**src/rtl/hdlc_mon_pkg.sv**
```systemverilog
// Shared constants, check identifiers and small helpers for the HDLC Rx monitor.
package hdlc_mon_pkg;

   localparam logic [7:0] FLAG_PATTERN = 8'h7E;
   localparam int         NUM_CHECKS   = 4;

   typedef enum logic [1:0] {
      CHK_FLAG  = 2'd0,
      CHK_SPUR  = 2'd1,
      CHK_ABORT = 2'd2,
      CHK_IDLE  = 2'd3
   } chk_e;

   function automatic logic [2:0] popCount4(input logic [3:0] v);
      return {2'b00, v[0]} + {2'b00, v[1]} + {2'b00, v[2]} + {2'b00, v[3]};
   endfunction

   // Lowest-numbered check wins when several fire in the same cycle.
   function automatic chk_e lowestErr(input logic [3:0] v);
      chk_e id;
      casez (v)
         4'b???1: id = CHK_FLAG;
         4'b??10: id = CHK_SPUR;
         4'b?100: id = CHK_ABORT;
         default: id = CHK_IDLE;
      endcase
      return id;
   endfunction

endpackage

```
**src/rtl/hdlc_mon_delay.sv**
```systemverilog
// DEPTH-stage single-bit delay line with synchronous flush; Dout is Din delayed by DEPTH cycles.
module hdlc_mon_delay #(
   parameter int DEPTH = 2
)(
   input  logic Clk,
   input  logic Rst,
   input  logic Flush,
   input  logic Din,
   output logic Dout
);

   logic [DEPTH-1:0] stages_r;
   logic [DEPTH-1:0] shifted_s;

   // Next contents of the line: shift towards the tap, new bit enters at stage 0.
   always_comb begin
      shifted_s    = stages_r << 1;
      shifted_s[0] = Din;
   end

   // Stage registers; a flush drops every pending bit.
   always_ff @(posedge Clk or posedge Rst) begin
      if (Rst) begin
         stages_r <= '0;
      end else if (Flush) begin
         stages_r <= '0;
      end else begin
         stages_r <= shifted_s;
      end
   end

   assign Dout = stages_r[DEPTH-1];

endmodule

```
**src/rtl/hdlc_rx_monitor.sv**
```systemverilog
// HDLC Rx protocol monitor: flag-detect latency, spurious flags, abort signalling, DataOut idle stability.
// Define HDLC_MON_TIMESTAMP_EN to add a cycle counter and first-error capture (FirstErrCycle/FirstErrId).
module hdlc_rx_monitor
   import hdlc_mon_pkg::*;
#(
   parameter int FLAG_LATENCY  = 2,
   parameter int ABORT_LATENCY = 1,
   parameter int IDLE_LEN      = 8,
   parameter int DATA_W        = 32,
   parameter int CNT_W         = 16
)(
   input  logic                  Clk,
   input  logic                  Rst,
   input  logic                  Enable,
   input  logic                  ClearCnt,
   input  logic                  Rx,
   input  logic                  Rx_FlagDetect,
   input  logic                  Rx_ValidFrame,
   input  logic                  Rx_AbortDetect,
   input  logic                  Rx_AbortSignal,
   input  logic [DATA_W-1:0]     DataOut,
   output logic [NUM_CHECKS-1:0] ErrPulse,
   output logic [NUM_CHECKS-1:0] ErrSticky,
   output logic [CNT_W-1:0]      ErrCntFlag,
   output logic [CNT_W-1:0]      ErrCntSpur,
   output logic [CNT_W-1:0]      ErrCntAbort,
   output logic [CNT_W-1:0]      ErrCntIdle,
   output logic [CNT_W+1:0]      ErrCntTotal
`ifdef HDLC_MON_TIMESTAMP_EN
   ,
   output logic [31:0]           FirstErrCycle,
   output logic [1:0]            FirstErrId
`endif
);

   localparam int IDLE_CW = $clog2(IDLE_LEN + 1);
   localparam logic [IDLE_CW-1:0] IDLE_MAX = IDLE_CW'(IDLE_LEN);

   logic [7:0]            history_r;
   logic [7:0]            window_s;
   logic                  flagHit_s;
   logic                  abortReq_s;
   logic                  flush_s;
   logic                  flagTap_s;
   logic                  abortTap_s;
   logic [NUM_CHECKS-1:0] errNow_s;
   logic [IDLE_CW-1:0]    idleCnt_r;
   logic                  idleArmed_r;
   logic [DATA_W-1:0]     capture_r;
   logic [CNT_W+2:0]      totSum_s;

   function automatic logic [CNT_W-1:0] satInc(input logic [CNT_W-1:0] c, input logic hit);
      logic [CNT_W-1:0] r;
      if (hit && (c != '1)) begin
         r = c + CNT_W'(1'b1);
      end else begin
         r = c;
      end
      return r;
   endfunction

   // Pattern match, delay-line inputs and this cycle's raw check results.
   always_comb begin
      window_s   = {history_r[6:0], Rx};
      flagHit_s  = (window_s == FLAG_PATTERN);
      abortReq_s = Rx_AbortDetect && Rx_ValidFrame;
      flush_s    = !Enable;
      errNow_s   = '0;
      if (Enable) begin
         errNow_s[CHK_FLAG]  = flagTap_s && !Rx_FlagDetect;
         errNow_s[CHK_SPUR]  = Rx_FlagDetect && !flagTap_s;
         errNow_s[CHK_ABORT] = abortTap_s && !Rx_AbortSignal;
         errNow_s[CHK_IDLE]  = idleArmed_r && (DataOut != capture_r);
      end else begin
         errNow_s = '0;
      end
      totSum_s = {1'b0, ErrCntTotal} + (CNT_W+3)'(popCount4(errNow_s));
   end

   // Rx history keeps shifting even while disabled so a flag straddling Enable rising is seen.
   always_ff @(posedge Clk or posedge Rst) begin
      if (Rst) begin
         history_r <= '0;
      end else begin
         history_r <= window_s;
      end
   end

   hdlc_mon_delay #(.DEPTH(FLAG_LATENCY)) uFlagDelay (
      .Clk   (Clk),
      .Rst   (Rst),
      .Flush (flush_s),
      .Din   (flagHit_s),
      .Dout  (flagTap_s)
   );

   hdlc_mon_delay #(.DEPTH(ABORT_LATENCY)) uAbortDelay (
      .Clk   (Clk),
      .Rst   (Rst),
      .Flush (flush_s),
      .Din   (abortReq_s),
      .Dout  (abortTap_s)
   );

   // Idle tracker: arm once per run of IDLE_LEN ones, disarm on first DataOut change.
   always_ff @(posedge Clk or posedge Rst) begin
      if (Rst) begin
         idleCnt_r   <= '0;
         idleArmed_r <= 1'b0;
         capture_r   <= '0;
      end else if (!Enable || !Rx) begin
         idleCnt_r   <= '0;
         idleArmed_r <= 1'b0;
      end else begin
         if (idleCnt_r != IDLE_MAX) begin
            idleCnt_r <= idleCnt_r + IDLE_CW'(1'b1);
         end
         if (idleCnt_r == (IDLE_MAX - IDLE_CW'(1'b1))) begin
            capture_r   <= DataOut;
            idleArmed_r <= 1'b1;
         end else if (errNow_s[CHK_IDLE]) begin
            idleArmed_r <= 1'b0;
         end
      end
   end

   // Error strobe, sticky bits and saturating counters; ClearCnt drops this cycle's counts.
   always_ff @(posedge Clk or posedge Rst) begin
      if (Rst) begin
         ErrPulse    <= '0;
         ErrSticky   <= '0;
         ErrCntFlag  <= '0;
         ErrCntSpur  <= '0;
         ErrCntAbort <= '0;
         ErrCntIdle  <= '0;
         ErrCntTotal <= '0;
      end else begin
         ErrPulse <= errNow_s;
         if (ClearCnt) begin
            ErrSticky   <= '0;
            ErrCntFlag  <= '0;
            ErrCntSpur  <= '0;
            ErrCntAbort <= '0;
            ErrCntIdle  <= '0;
            ErrCntTotal <= '0;
         end else begin
            ErrSticky   <= ErrSticky | errNow_s;
            ErrCntFlag  <= satInc(ErrCntFlag,  errNow_s[CHK_FLAG]);
            ErrCntSpur  <= satInc(ErrCntSpur,  errNow_s[CHK_SPUR]);
            ErrCntAbort <= satInc(ErrCntAbort, errNow_s[CHK_ABORT]);
            ErrCntIdle  <= satInc(ErrCntIdle,  errNow_s[CHK_IDLE]);
            ErrCntTotal <= totSum_s[CNT_W+2] ? '1 : totSum_s[CNT_W+1:0];
         end
      end
   end

`ifdef HDLC_MON_TIMESTAMP_EN
   logic [31:0] cycleCnt_r;
   logic        firstLatched_r;

   // Free-running cycle count and one-shot capture of the first error after reset/clear.
   always_ff @(posedge Clk or posedge Rst) begin
      if (Rst) begin
         cycleCnt_r     <= '0;
         firstLatched_r <= 1'b0;
         FirstErrCycle  <= '0;
         FirstErrId     <= '0;
      end else begin
         cycleCnt_r <= cycleCnt_r + 32'd1;
         if (ClearCnt) begin
            firstLatched_r <= 1'b0;
         end else if (!firstLatched_r && (errNow_s != '0)) begin
            firstLatched_r <= 1'b1;
            FirstErrCycle  <= cycleCnt_r;
            FirstErrId     <= lowestErr(errNow_s);
         end
      end
   end
`endif

endmodule

```
**config.mk**
```make
export PLATFORM = sky130hd
export DESIGN_NAME = hdlc_rx_monitor
export DESIGN_NICKNAME = d
export VERILOG_FILES = /design/src/rtl/hdlc_mon_pkg.sv /design/src/rtl/hdlc_mon_delay.sv /design/src/rtl/hdlc_rx_monitor.sv
export SDC_FILE = /design/constraint.sdc
export NUM_CORES = 1
export LEC_CHECK = 0
export ABC_AREA = 1
export BUFFER_PORTS_ARGS = -buffer_cell sky130_fd_sc_hd__buf_4
export CAP_MARGIN = 20
export CORE_ASPECT_RATIO = 1.1
export CORE_MARGIN = 3
export CORE_UTILIZATION = 35
export CTS_CLUSTER_SIZE = 24
export DETAILED_ROUTE_END_ITERATION = 12
export PLACE_DENSITY = 0.57
export SKIP_CTS_REPAIR_TIMING = 1
export SLEW_MARGIN = 30
export SYNTH_ARGS = -nofsm -noshare
export SYNTH_HDL_FRONTEND = slang
export SYNTH_SLANG_ARGS = --single-unit
```
**constraint.sdc**
```tcl
create_clock -name Clk -period 3.8 [get_ports Clk]
set_input_delay 0.19 -clock Clk [delete_from_list [all_inputs] [get_ports Clk]]
set_output_delay 0.19 -clock Clk [all_outputs]
set_load 0.03 [all_outputs]
```
-- After elaboration in Yosys (flattened, before gate mapping)
Cells that the tools add are included.
- logic and storage cells: 73
- input port bits: 41
- flip-flop bits (word level): 137
- output and inout port bits: 90
- add/subtract/negate cells: 9
- reductions and logical operators: 22
- mux-type cells: 19
- bitwise operators: 2
- eq/ne operators: 8
- operators with widths (operator ; count):
    $mux 16 ; 8
    $add 16x1->16 const B ; 4
    $ne 16x16->1 const B ; 4
    $mux 18 ; 2
    $ne 32x32->1 ; 1
    $add 18x3->19 ; 1
    $mux 4 ; 4
    $reduce_bool 2->1 ; 5
    $logic_and 1x1->1 ; 9
    $eq 8x7->1 const B ; 1
    $logic_not 1->1 ; 5
    $add 4x1->4 const B ; 1
    $eq 4x3->1 const B ; 1
    $mux 1 ; 4
    $ne 4x4->1 const B ; 1
    $or 4x4->4 ; 1
    $add 2x1->3 ; 1
    $add 3x1->3 ; 1
    $reduce_bool 3->1 ; 1
    $add 1x1->2 ; 1
    $mux 2 ; 1
    $reduce_and 2->1 ; 1
    $logic_or 1x1->1 ; 1
    $not 1->1 ; 1

-- Depth between registers and ports, before layout
Gate-level depths: netlist of run 1.
- depth after elaboration: 9
- gate-level depth with buffers: 22
- gate-level depth less buffers: 22

-- Hierarchy
A second synthesis of run 1 with hierarchy kept.
- cells, all modules: 882
- area, all modules: 7288.2 µm²
- by module, submodules not included (module ; instances ; seq. area each (µm²) ; area each (µm²) ; cells an instance):
    hdlc_rx_monitor ; 1 ; 3353.2 ; 7180.6 ; 871
    hdlc_mon_delay (uFlagDelay) ; 1 ; 50.0 ; 68.8 ; 7
    hdlc_mon_delay (uAbortDelay) ; 1 ; 25.0 ; 38.8 ; 4

-- Least setup slack after synthesis of run 1
No wires, ideal clock.
- path kind: flip-flop to flip-flop
- start: register ErrCntTotal[0]
- end: register ErrCntTotal[16]
- stages on the path, launching flop included: 15
- path buffers: 0
- arrival: 2.613 ns
- slack: 1.067 ns
- path through: dfrtp_1 fa_1 inv_1 fa_1 inv_1 fa_1 nand3_1 inv_1 nand4_2 nor2_4 inv_1 nor2_1 nor2_1 o21ai_0 inv_1
- cells in the longest elaborated chain, start to end: 3
- ends and longest elaborated chain (element ; RTL line ; RTL):
    start: declaration ; hdlc_rx_monitor.sv:28 ; output logic [CNT_W+1:0] ErrCntTotal
    start signal: assignment ; hdlc_rx_monitor.sv:152 ; ErrCntTotal <= totSum_s[CNT_W+2] ? '1 : totSum_s[CNT_W+1:0];
    $add 18x3->19 ; hdlc_rx_monitor.sv:77 ; totSum_s = {1'b0, ErrCntTotal} + (CNT_W+3)'(popCount4(errNow_s));
    $mux 18 ; hdlc_rx_monitor.sv:152 ;
    $mux 18 ; hdlc_rx_monitor.sv:139 ; if (ClearCnt) begin
Every way passes these cells.
A chain may end at the register's enable or synchronous reset.

-- Final worst setup path of run 1
- start: register uFlagDelay.stages_r[1]
- end: register ErrCntTotal[13]
- elaborated cells on any way between the ends: 10
- those cells by class: add/sub (4); mux (3); reduce/logical (3)
- RTL lines (element ; RTL line ; RTL):
    start: declaration ; hdlc_mon_delay.sv:12 ; logic [DEPTH-1:0] stages_r;
    start signal: assignment ; hdlc_mon_delay.sv:28 ; stages_r <= shifted_s;
    $logic_and 1x1->1 ; hdlc_rx_monitor.sv:70 ; errNow_s[CHK_FLAG] = flagTap_s && !Rx_FlagDetect;
    $mux 4 ; hdlc_rx_monitor.sv:69 ; if (Enable) begin
    named net errNow_s[0] ; hdlc_rx_monitor.sv:46 ; logic [NUM_CHECKS-1:0] errNow_s;
    $add 1x1->2 ; hdlc_mon_pkg.sv:15 ; return {2'b00, v[0]} + {2'b00, v[1]} + {2'b00, v[2]} + {2'b00, v[3]};
    $add 2x1->3 ; hdlc_mon_pkg.sv:15 ;
    $add 3x1->3 ; hdlc_mon_pkg.sv:15 ;
    $add 18x3->19 ; hdlc_rx_monitor.sv:77 ;
    $mux 18 ; hdlc_rx_monitor.sv:152 ;
    $mux 18 ; hdlc_rx_monitor.sv:139 ;
The timed path passes the listed nets, and every way through them passes these cells.

==> reports/metrics.csv, run 1 <==
metric,value,unit
CTS tree,yes,
Layout area overhead,25.17,%
Leak,4.499,nW
share of cells above drive strength 1,21.21,%
row cnt,54,
worst skew pair latency,420,ps
largest net degree at the start of global routing,90,
top cell type's share of synthesized area,46.91,%
hold_sp,Enable,
Tot Pwr,0.003291,W
clock root buffer,clkbuf_16,
DRC,0,
Routed WL,17.94,mm
final setup fails,0,
worst IR drop on VDD,0.2961,mV
I/O pin count,131,
status,completed,
"top cells by count, synth","207 x nand2_1, 137 x dfrtp_1, 109 x inv_1",
worst r2r src,uFlagDelay.stages_r[1],
syn nets,945,
Final Slew Violations,0,
GRT met2 Usage,26.80,%
asr flop ratio synth,100.0,%
synth unique cells,44,
pre-CTS setup slack,827.5,ps
sequential share of the synthesized area,46.91,%
1st-iter DRT viols,318,
Rel. slew slack,45.51,%
initial antenna violation count,0,
H-Tree Depth,4,
"Reg clk slew, reported paths",60,ps
clk sink count,137,
CP Data Required Time,4170,ps
CP Class,reg -> reg,
Synth Instances,894,
port bufs,130,
max cap viols,0,
WL/cell,13.87,um
Starting Density,36.18,%
startpoint types,flip-flop,
total core area,0.02020,sq mm
HP Class,in -> reg,
Tightest Pin Transition,816.2,ps
GRT Resource Usage Total,16.25,%
GRT overflow,0,
worst-path cell chain,"nand3_1, inv_1, fa_1, inv_1, fa_1, inv_1, fa_1, nand3_1, inv_1, nand4_2, nor2_4, nand4_4, nand3_1, nand2_1, inv_1",
met1 usage,21.06,%
"count leader, synth",nand2_1,
nets,1080,
number of buffers created by CTS,17,
Final ANT Viol Nets,0,
Critical Path End Type,flip-flop,
setup_tns,0,ps
Post-Syn Area,0.007308,sq mm
synth warn,0,
most frequent CP cell,inv_1,
GRT busiest layer,met2,
final worst path period share,78.24,%
RSZ-0062 raised after global routing,no,
Die Height,157.6,um
via count,6196,
arrival time at the worst endpoint,3340,ps
Die X,143.8,um
Post-synth top flop,dfrtp_1,
first-pass GRT wire length,29.57,mm
post-DP HPWL,12.66,mm
Clock Skew,12.63,ps
"Max FO, Critical Path",17,
die area,0.02265,sq mm
DR vias/cell,4.788,
setup ws final,827.0,ps
routability congestion estimate,0.7843,
maximum clock rate,0.3364,GHz
final core occ,45.28,%
Pre-Repair DR Iteration Count,4,
Period minus WS final,2973,ps
Avg Inst Size Synth,8.175,sq um
number of synthesized flops with an enable pin,0,
top post-synthesis cells by area,"dfrtp_1 47%, nand2_1 11%, inv_1 5.6%",
Max clock buf depth,2,
delay of the slowest cell on the worst path,520,ps
Yosys reg bits,137,
Synth area leader,dfrtp_1,
Critical Path Slowest Stage Cell,fa_1,
# fillers,2043,
met3 global-route usage,4.224,%
ANT cells,0,
CP Launch Point,uFlagDelay.stages_r[1],
vias in the first global route,5933,
Cell Pwr Density,359.8,mW/mm^2
final hold vios,0,
## power by group
group          internal, W  switching, W
logic            0.0000733      0.000121
registers          0.00147     0.0000131
clock network     0.000913      0.000699
## cell type report
cell class | instances | area (sq um) | share of cell area, %
Sequential cell | 137 | 3428 | 37.48
Clock inverter | 15 | 143.9 | 1.573
Tap cell | 252 | 315.3 | 3.447
Clock buffer | 17 | 425.4 | 4.651
Inverter | 112 | 424.2 | 4.637
Multi-Input combinational cell | 620 | 3329 | 36.40
Timing Repair Buffer | 141 | 1081 | 11.82
## flip-flops by register name (all words and copies together), names as in the netlist
register / flops
history_r: 7
ErrPulse: 4
ErrCntAbort: 16
uFlagDelay.stages_r: 2
ErrCntTotal: 18
ErrCntSpur: 16
ErrCntFlag: 16
ErrSticky: 4
ErrCntIdle: 16
uAbortDelay.Dout: 1
capture_r: 32
idleArmed_r: 1
idleCnt_r: 4
## critical path: cells and delay by family, from the launching register on
kind,cells,cell delay (ps)
buffers and inverters,5,410
and+or+nand+nor,7,1010
DFF,1,400
adders and majority gates,3,1100
## cell families after synthesis
logic type	synth area share, %
compound gates	6.866
xor+xnor	5.513
fa+ha+maj	2.020
buf+inv	7.533
flops	46.91
mux	3.544
simple gates	27.62
## metal layers
layer | vias up | routed length (um)
li1 | 3151 | -
met1 | 2926 | 8256
met2 | 103 | 8587
met3 | 16 | 849
met4 | 0 | 248
met5 | - | 0
## path summary, 6_finish.rpt
path | slack (ps) | endpoint | cells past startpoint
setup / recovery | 830 | ErrCntTotal[13] | 15
max in group asynchronous | 2640 | ErrCntFlag[6] | 4
hold reg to reg | 370 | history_r[2] | 0
hold / removal | 10 | uFlagDelay.stages_r[1] | 3
setup reg to reg | 830 | ErrCntTotal[13] | 15
min in group asynchronous | 340 | history_r[2] | 3
## cell usage in the layout, fill, tap and decap left out, types with 17 or more instances in the layout
master,count
nand4_1,18
buf_4,136
xor2_1,17
nand2_1,207
nor3_1,25
clkbuf_16,17
o21ai_0,49
xnor2_1,29
mux2_2,23
nand3_1,68
nor2_1,94
inv_1,108
dfrtp_1,137
a21oi_1,34
## stage by stage
stage	hold WS [ps]	cells	area, sq um
6_report	11.92	1294	9148
5_1_grt	0.1898	1294	9148
4_1_cts	-234.1	1290	9107
3_5_place_dp	224.6	1258	8538
3_3_place_gp	226.3	1258	8538
2_1_floorplan	221.4	894	7312
(Power assumes the default switching activity.)
==> inputs of run 2 (changes only) <==
Settings changed: PLACE_DENSITY 0.57 to 0.55.
Clock period 3.8 ns to 3.05 ns, I/O delays scaled along.
==> run 2 against run 1 <==
Effect of this change:
- global-route usage about the same
- non-clock buffer count increased by 32
- design area increased by 3.7%
- fmax increased by 3.7%
- critical path type unchanged
- die area unchanged
- via count increased by 1.6%
- utilization increased by 1.7 points
- total power increased by 25%
- highest routed layer unchanged
- clock skew increased by 1.6 ps
- final cell count increased by 2.6%
- the run now ends with hold timing left
- first-iteration DRC count decreased by 31%
==> reports/metrics.csv, run 2 (same netlist as run 1, synthesis figures left out) <==
metric,value,unit,change
status,finished with violations,,
failing checks,hold timing,,
share of cells above drive strength 1,21.67,%,+0.47 points
biggest regs,"capture_r (32), ErrCntTotal (18)",,
clk sink count,137,,unchanged
nets,1113,,+3.1%
Die X,143.8,um,unchanged
via count,6296,,+1.6%
post-DP HPWL,12.86,mm,+1.6%
startpoint types,flip-flop,,
WL/cell,13.69,um,-1.3%
maximum clock rate,0.3487,GHz,+3.7%
DRC,0,,unchanged
Pre-Repair DR Iteration Count,4,,unchanged
final hold vios,1,,+1
cell total after placement,1264,,+0.48%
Starting Density,36.18,%,unchanged
post-route insts no fill,1327,,+2.6%
DR vias/cell,4.745,,-0.91%
CP Data Required Time,3370,ps,-800 ps
GRT overflow,0,,unchanged
H-Tree Depth,4,,unchanged
CTS tree,yes,,
CP Launch Point,uFlagDelay.stages_r[1],,
port bufs,130,,unchanged
first-pass GRT wire length,29.68,mm,+0.37%
"commonest non-fill, non-tap cell in the layout",nand2_1,,
"Max FO, Critical Path",8,,-9
clock root buffer,clkbuf_16,,
setup ws final,181.8,ps,-645.2 ps
Tightest Pin Transition,810.1,ps,-6.069 ps
number of buffers created by CTS,17,,unchanged
"Most flops, register",capture_r,,
"Reg clk slew, reported paths",60,ps,about the same
Rel. slew slack,45.88,%,+0.37 points
ANT cells,0,,unchanged
pre-CTS setup slack,63.16,ps,-764.3 ps
most frequent cells in the layout,"207 x nand2_1, 143 x buf_4, 137 x dfrtp_1",,
hold_sp,Enable,,
final setup fails,0,,unchanged
Cell Pwr Density,432.5,mW/mm^2,+20%
Max clock buf depth,2,,unchanged
initial antenna violation count,0,,unchanged
GRT met2 Usage,26.09,%,-0.71 points
die area,0.02265,sq mm,unchanged
worst IR drop on VDD,0.3667,mV,+24%
GRT busiest layer,met2,,
Fin Hold WS,-3.159,ps,-15.08 ps
met3 global-route usage,4.315,%,+0.091 points
Routed WL,18.16,mm,+1.2%
Die Height,157.6,um,unchanged
I/O pin count,131,,unchanged
total core area,0.02020,sq mm,unchanged
final worst path period share,94.04,%,+16 points
Final ANT Viol Nets,0,,unchanged
HP Class,in -> reg,,
1st-iter DRT viols,220,,-31%
routability congestion estimate,0.7995,,+1.9%
row cnt,54,,unchanged
worst r2r src,uFlagDelay.stages_r[1],,
max cap viols,0,,unchanged
Clock Skew,14.27,ps,+1.637 ps
arrival time at the worst endpoint,3190,ps,-150 ps
GRT Resource Usage Total,16.24,%,about the same
vias in the first global route,5867,,-1.1%
CP Class,reg -> reg,,
max FFs per register,32,,unchanged
Final Slew Violations,0,,unchanged
Leak,4.639,nW,+3.1%
worst skew pair latency,410,ps,about the same
largest net degree at the start of global routing,47,,-48%
Critical Path End Type,flip-flop,,
met1 usage,22.08,%,+1.0 points
Period minus WS final,2868,ps,-104.8 ps
Layout area overhead,29.76,%,
==> run 2: cell types whose count changed in the layout (fill, tap and decap cells not counted), sizes merged <==
| cell | before | now |
|---|---|---|
| dlygate4sd3 | 4 | 27 |
| buf | 137 | 146 |
| clkinv | 9 | 5 |
| clkinvlp | 2 | 5 |
| clkbuf | 17 | 19 |
| inv | 115 | 114 |
| nand4 | 21 | 22 |
==> run 2: worst paths after layout <==
check	endpoint	slack, ps	cells past startpoint
max	ErrCntTotal[2]	180	14
min	uFlagDelay.stages_r[1]	-3	3
max reg2reg	ErrCntTotal[2]	180	14
min reg2reg	history_r[5]	370	0
max in group asynchronous	ErrCntSpur[13]	1790	4
min in group asynchronous	capture_r[26]	490	3
==> run 2: per-stage QoR <==
step / TNS (ps) / total power (W) / hold WS, ps / cell area [sq um] / util (%)
2_1_floorplan: 0 / 0.002018 / 183.9 / 7312 / -
3_3_place_gp: 0 / 0.002130 / 292.3 / 8596 / 42.55
3_5_place_dp: 0 / 0.002133 / 294.4 / 8596 / 42.55
4_1_cts: 0 / 0.004142 / -143.4 / 9158 / 45.33
5_1_grt: -49.42 / 0.004275 / 5.685 / 9483 / 46.94
6_report: 0 / 0.004101 / -3.159 / 9483 / 46.94
==> run 2: power by group <==
part / switching (W) / internal, W
registers: 0.0000156 / 0.00183
logic: 0.000158 / 0.000114
clock network: 0.000829 / 0.00115
total: 0.00100 / 0.00310
==> run 2: layout make-up <==
type                            instances  area (sq um)
Fill cell                            2009         10720
Clock inverter                         13         118.9
Inverter                              112         424.2
Multi-Input combinational cell        621          3349
Tap cell                              252         315.3
Timing Repair Buffer                  173          1404
Sequential cell                       137          3428
Clock buffer                           19         442.9
==> run 2: critical path, cell delays in order, from the launching register on <==
cell and delay, ps:
dfrtp_1 400, nand3_1 90, inv_1 60, fa_1 500, inv_1 50, fa_1 350
inv_1 100, fa_2 220, nand3_2 110, inv_2 80, nand4_2 120, nor2_4 220
nand4_4 160, buf_12 190, a21oi_1 130
==> run 2: layer usage <==
layer	wire length, um	part of all wire, %
met5	0	0
met4	127	0.70
met3	904	5.0
met2	8713	48
met1	8419	46
